==> src/rtl/keypad_pkg.sv <==
// Shared definitions for the 4x4 keypad scanner: FSM state encoding, key code
// width, column strobe reset pattern and the row-priority helper.
package keypad_pkg;

    typedef enum logic [1:0] {
        SCAN     = 2'd0,
        DEBOUNCE = 2'd1,
        PRESSED  = 2'd2,
        RELEASE  = 2'd3
    } state_t;

    localparam int KEY_CODE_W = 4;

    localparam logic [3:0] COL_RESET = 4'b1110;

    // Lowest-index low row wins when several keys share the frozen column.
    function automatic logic [1:0] lowest_low_row(input logic [3:0] rows);
        logic [1:0] idx;
        if (!rows[0]) begin
            idx = 2'd0;
        end else if (!rows[1]) begin
            idx = 2'd1;
        end else if (!rows[2]) begin
            idx = 2'd2;
        end else begin
            idx = 2'd3;
        end
        return idx;
    endfunction

    function automatic logic [3:0] next_strobe(input logic [3:0] strobe);
        return {strobe[2:0], strobe[3]};
    endfunction

endpackage

==> src/rtl/scan_tick_gen.sv <==
// Slot divider for the keypad scanner: counts 0..TICK_DIV-1 and flags the
// last cycle of every slot with a one-cycle tick.
module scan_tick_gen #(
    parameter int TICK_DIV = 50_000
) (
    input  logic clk,
    input  logic reset,
    output logic tick
);

    localparam int CNT_W = (TICK_DIV > 2) ? $clog2(TICK_DIV) : 1;

    logic [CNT_W-1:0] count;

    assign tick = (count == CNT_W'(TICK_DIV - 1));

    always_ff @(posedge clk) begin
        if (reset) begin
            count <= '0;
        end else if (tick) begin
            count <= '0;
        end else begin
            count <= count + 1'b1;
        end
    end

endmodule

==> src/rtl/keypad_scanner.sv <==
// 4x4 active-low keypad scanner with tick-based press/release debounce and a
// valid/ack key event port. Define KEYPAD_REPEAT_EN to add held-key auto-repeat.
module keypad_scanner
    import keypad_pkg::*;
#(
    parameter int CLK_HZ         = 50_000_000,
    parameter int SCAN_HZ        = 1000,
    parameter int DEBOUNCE_SCANS = 4
`ifdef KEYPAD_REPEAT_EN
    ,
    parameter int REPEAT_DELAY   = 500,
    parameter int REPEAT_PERIOD  = 100
`endif
) (
    input  logic                  clk_50mhz,
    input  logic                  reset,
    input  logic [3:0]            rows_i,
    output logic [3:0]            columns_o,
    output logic [KEY_CODE_W-1:0] key_code_o,
    output logic                  key_valid_o,
    input  logic                  key_ack_i,
    output logic                  key_held_o,
    output logic                  overrun_o
);

    localparam int TICK_DIV = CLK_HZ / SCAN_HZ;
    localparam int DB_W     = $clog2(DEBOUNCE_SCANS + 1);

    logic tick;

    state_t                state, state_nxt;
    logic [1:0]            col, col_nxt;
    logic [3:0]            columns, columns_nxt;
    logic [3:0]            pattern, pattern_nxt;
    logic [DB_W-1:0]       db_cnt, db_cnt_nxt;
    logic                  held, held_nxt;
    logic [KEY_CODE_W-1:0] code, code_nxt;
    logic                  valid, valid_nxt;
    logic                  overrun, overrun_nxt;

    logic                  accept;
    logic [KEY_CODE_W-1:0] accept_code;
    logic                  event_fire;
    logic [KEY_CODE_W-1:0] event_code;

    scan_tick_gen #(
        .TICK_DIV(TICK_DIV)
    ) u_tick (
        .clk  (clk_50mhz),
        .reset(reset),
        .tick (tick)
    );

    assign accept_code = {lowest_low_row(pattern), col};

    assign columns_o   = columns;
    assign key_code_o  = code;
    assign key_valid_o = valid;
    assign key_held_o  = held;
    assign overrun_o   = overrun;

    always_ff @(posedge clk_50mhz) begin
        if (reset) begin
            state   <= SCAN;
            col     <= 2'd0;
            columns <= COL_RESET;
            pattern <= 4'hF;
            db_cnt  <= '0;
            held    <= 1'b0;
            code    <= '0;
            valid   <= 1'b0;
            overrun <= 1'b0;
        end else begin
            state   <= state_nxt;
            col     <= col_nxt;
            columns <= columns_nxt;
            pattern <= pattern_nxt;
            db_cnt  <= db_cnt_nxt;
            held    <= held_nxt;
            code    <= code_nxt;
            valid   <= valid_nxt;
            overrun <= overrun_nxt;
        end
    end

    always_comb begin
        state_nxt   = state;
        col_nxt     = col;
        columns_nxt = columns;
        pattern_nxt = pattern;
        db_cnt_nxt  = db_cnt;
        held_nxt    = held;
        accept      = 1'b0;

        if (tick) begin
            case (state)
                SCAN: begin
                    if (rows_i == 4'hF) begin
                        col_nxt     = col + 2'd1;
                        columns_nxt = next_strobe(columns);
                    end else begin
                        // The detecting tick already counts as the first match.
                        pattern_nxt = rows_i;
                        db_cnt_nxt  = DB_W'(1);
                        state_nxt   = DEBOUNCE;
                    end
                end
                DEBOUNCE: begin
                    if (rows_i == pattern) begin
                        if (db_cnt == DB_W'(DEBOUNCE_SCANS - 1)) begin
                            accept    = 1'b1;
                            held_nxt  = 1'b1;
                            state_nxt = PRESSED;
                        end else begin
                            db_cnt_nxt = db_cnt + 1'b1;
                        end
                    end else begin
                        state_nxt   = SCAN;
                        col_nxt     = col + 2'd1;
                        columns_nxt = next_strobe(columns);
                    end
                end
                PRESSED: begin
                    if (rows_i == 4'hF) begin
                        db_cnt_nxt = DB_W'(1);
                        state_nxt  = RELEASE;
                    end
                end
                RELEASE: begin
                    if (rows_i == 4'hF) begin
                        if (db_cnt == DB_W'(DEBOUNCE_SCANS - 1)) begin
                            held_nxt    = 1'b0;
                            state_nxt   = SCAN;
                            col_nxt     = col + 2'd1;
                            columns_nxt = next_strobe(columns);
                        end else begin
                            db_cnt_nxt = db_cnt + 1'b1;
                        end
                    end else begin
                        state_nxt = PRESSED;
                    end
                end
                default: begin
                    state_nxt = SCAN;
                end
            endcase
        end

        code_nxt    = code;
        valid_nxt   = valid;
        overrun_nxt = overrun;

        // An ack in the same cycle frees the slot, so the new event replaces it.
        if (event_fire) begin
            if (!valid || key_ack_i) begin
                code_nxt  = event_code;
                valid_nxt = 1'b1;
            end else begin
                overrun_nxt = 1'b1;
            end
        end else if (key_ack_i) begin
            valid_nxt = 1'b0;
        end
    end

`ifdef KEYPAD_REPEAT_EN
    localparam int REP_MAX = (REPEAT_DELAY > REPEAT_PERIOD) ? REPEAT_DELAY : REPEAT_PERIOD;
    localparam int REP_W   = $clog2(REP_MAX + 1);

    logic [REP_W-1:0]      rep_cnt, rep_cnt_nxt;
    logic                  rep_armed, rep_armed_nxt;
    logic [REP_W-1:0]      rep_limit;
    logic                  repeat_fire;
    logic [KEY_CODE_W-1:0] held_code;

    assign rep_limit = rep_armed ? REP_W'(REPEAT_PERIOD) : REP_W'(REPEAT_DELAY);

    always_ff @(posedge clk_50mhz) begin
        if (reset) begin
            rep_cnt   <= '0;
            rep_armed <= 1'b0;
            held_code <= '0;
        end else begin
            rep_cnt   <= rep_cnt_nxt;
            rep_armed <= rep_armed_nxt;
            if (accept) begin
                held_code <= accept_code;
            end
        end
    end

    // Counting restarts whenever the key leaves PRESSED, including a glitch into RELEASE.
    always_comb begin
        rep_cnt_nxt   = rep_cnt;
        rep_armed_nxt = rep_armed;
        repeat_fire   = 1'b0;
        if (state != PRESSED || state_nxt != PRESSED) begin
            rep_cnt_nxt   = '0;
            rep_armed_nxt = 1'b0;
        end else if (tick) begin
            if (rep_cnt + 1'b1 == rep_limit) begin
                repeat_fire   = 1'b1;
                rep_cnt_nxt   = '0;
                rep_armed_nxt = 1'b1;
            end else begin
                rep_cnt_nxt = rep_cnt + 1'b1;
            end
        end
    end

    assign event_fire = accept | repeat_fire;
    assign event_code = repeat_fire ? held_code : accept_code;
`else
    assign event_fire = accept;
    assign event_code = accept_code;
`endif

endmodule

==> config.mk <==
export PLATFORM = sky130hd
export DESIGN_NAME = keypad_scanner
export DESIGN_NICKNAME = d
export VERILOG_FILES = /design/src/rtl/keypad_pkg.sv /design/src/rtl/scan_tick_gen.sv /design/src/rtl/keypad_scanner.sv
export SDC_FILE = /design/constraint.sdc
export NUM_CORES = 1
export LEC_CHECK = 0
export CORE_MARGIN = 4
export CORE_UTILIZATION = 55
export DETAILED_ROUTE_END_ITERATION = 8
export DONT_BUFFER_PORTS = 1
export PLACE_DENSITY = 0.7
export SLEW_MARGIN = 15
export SYNTH_ARGS = -nofsm -noshare
export SYNTH_HDL_FRONTEND = slang
export SYNTH_HIERARCHICAL = 1
export SYNTH_SLANG_ARGS = --single-unit
==> constraint.sdc <==
create_clock -name clk_50mhz -period 6.1 [get_ports clk_50mhz]
set_input_delay 0.305 -clock clk_50mhz [delete_from_list [all_inputs] [get_ports clk_50mhz]]
set_output_delay 0.305 -clock clk_50mhz [all_outputs]
set_load 0.05 [all_outputs]
==> results.cfg <==
[clock_network]
cts_root_buf = clkbuf_4
cts_resized = 0
path_clk_slew_ps = 120
cts_tree = built
cts_sinks = 38
worstSkewPairLatency_ps = 340
numCtsBuffers = 5
clk_path_buf_depth = 2
htreeDepth = 2

[yosys]
ys_seq_area_share_pct = 42.0
ys.flop_type = dfxtp_1
synth_mux_area_share_pct = 6.09
synthTopCellsByArea = dfxtp_1 (42%), xnor2_1 (8.2%), mux2i_1 (6.1%)
synth-simple-area-share_pct = 27.0
synth_top_area_cell = dfxtp_1
avgSynthCellArea_um2 = 9.00
syn_inst = 201
synth_nets = 211
synth_fa_ha_area_share_pct = 2.07
synth_xor_area_share_pct = 8.71
synthDistinctLibCells = 45
syn_area_um2 = 1810
yosys_warnings = 6
synth-async-reset-ratio_pct = 0
synth_top_family_by_area = simple AND/OR/NAND/NOR gates
synth_top_area_share_pct = 42.0
ys_ff_latch = 38
synth_compound_area_share_pct = 9.47
synth_edf_count = 0

[worst_setup_path]
required_ps = 6330
worst_path_most_repeated_cell = nand3_1
path_cells = ha_1, nand3_1, nor4_2, nor2b_1, nand3_1, o311ai_0, o41ai_1
crit_type = reg -> reg
slowest_stage = nor4_2
max_stage_delay_ps = 650
cp-start-kind = register
critical_path_arrival_ps = 2840
critPathMaxFanout = 8
endpoint_kind = register

[final_layout]
instances_no_fill = 245
layout_common_cells = dfxtp_1 (38), nor2_1 (27), xnor2_1 (17), nand2_1 (17), mux2i_1 (11)
final_nets = 210
final_common_cell = dfxtp_1
finish.utilization_pct = 62.5
syn_to_final_growth_pct = 7.12
drive_gt1_share_pct = 6.47
design_area_um2 = 1940
num_antenna_cells = 0

[placement]
place_inst = 235
placed_cell_area_um2 = 1810
dp_slack_ps = 3530
port_buffers = 0
place_congestion = 0.806
dp_hpwl_mm = 2.49

[drt]
vias_per_cell = 5.86
vias = 1436
wl_met3_um = 201
avgRoutedWirePerCell_um = 14.5
wl_met1_mm = 1.72
ant_nets = 0
drt_iter0_markers = 67
firstDrtPassIters = 5
routed_wl_mm = 3.54
top_layer = met4
drc_errors = 0
detailroute.wirelength.met2_mm = 1.57

[power]
power.total_mw = 0.486
power_density_nw_per_um2 = 251
max-vdd-ir-drop_mv = 0.151
leakagePower_nw = 0.678

[global_routing]
grt_pass1_vias = 1403
grt_util_all_layers_pct = 18.9
antenna_found_initial = 0
overflow = 0
grt_max_degree = 17
grt_pass1_wl_mm = 6.27

[timing]
slew_violations = 0
hold_slack_ps = 25.0
tightest_slew_ps = 600
final_hold_viol_count = 0
timing.final.crit_period_ps = 2600
rsz0062_at_grt = no
timing.fmax_ghz = 0.384
setup-violations-final = 0
slew_headroom_pct = 59.7
clock_skew_ps = 7.79
setup_tns_ps = 0
setup_ws_ps = 3500
period_share_pct = 42.7

[job]
drv_cap = 0

[floorplanning]
die_w_um = 65.4
dieArea_um2 = 4270
core_area_um2 = 3100
die_y_um = 65.4
pin_count = 18
rows = 20
start_util_pct = 58.3

[min_path]
min_path_type = in -> reg

[outcome]
outcome = finished, final reports clean
==> worst max-delay path, delay by kind of cell, from the launching register on <==
kind,cells,cell delay (ps)
adders and majority gates,1,200
and+or+nand+nor,4,1440
DFF,1,390
AOI/OAI and AO/OA,2,460
==> sequential cells by signal, indices dropped and copies added (netlist names) <==
| signal | count |
|---|---|
| key_held_o | 1 |
| db_cnt | 3 |
| key_valid_o | 1 |
| key_code_o | 4 |
| columns_o | 4 |
| overrun_o | 1 |
| u_tick/count | 16 |
| col | 2 |
| state | 2 |
| pattern | 4 |
==> where the power goes <==
part / leakage, nW / internal [mW] / switching, mW
combinational: 0.313 / 0.00475 / 0.00722
clock: 0.0585 / 0.139 / 0.0836
sequential: 0.307 / 0.250 / 0.00165
total: 0.678 / 0.393 / 0.0925
==> synthesized netlist by cell type (all sizes together), types with 4 or more instances <==
library cell,instances
dfxtp,38
nor2,27
nand2,17
xnor2,17
mux2i,11
nand4,10
clkbuf,7
inv,7
nand3,7
nor3,6
nor4,6
a21oi,4
nand2b,4
==> cell families after synthesis <==
logic type	after synthesis
adder cells (fa/ha/maj)	3
AND/OR/NAND/NOR	92
multiplexers	11
flip-flops	38
XOR/XNOR	18
buffers and inverters	17
AO/OA/AOI/OAI	22
==> timing repair <==
action / in CTS / in global routing
setup buffers: 0 / 0
hold buffers: 1 / 1
endpoints found under the hold margin: 4 / 1
==> final cells by class <==
cell class	instances	area, um2
clock buffer	6	51.3
inverter	7	26.3
tap	44	55.1
sequential	38	761
fill	285	1160
timing repair buffer	2	20.0
multi-input combinational	146	965
clock inverter	2	60.1
==> metal layers <==
| layer | up-vias | GRT usage (%) |
|---|---|---|
| met1 | 678 | 24.9 |
| met5 | - | 0 |
| li1 | 719 | - |
| met2 | 34 | 28.6 |
| met4 | 0 | 9.59 |
| met3 | 5 | 4.96 |
==> path summary, 6_finish.rpt <==
kind	from	to	slack (ps)	cells after the start
worst min register to register	db_cnt[2]$_SDFFE_PP0P_	db_cnt[2]$_SDFFE_PP0P_	470	2
worst min-delay path	reset	overrun_o$_SDFFE_PP0P_	30	1
worst max-delay path	u_tick/count[0]$_SDFF_PP0_	key_code_o[2]$_SDFFE_PP0P_	3500	7
worst max register to register	u_tick/count[0]$_SDFF_PP0_	key_code_o[2]$_SDFFE_PP0P_	3500	7
(Power assumes the default switching activity.)
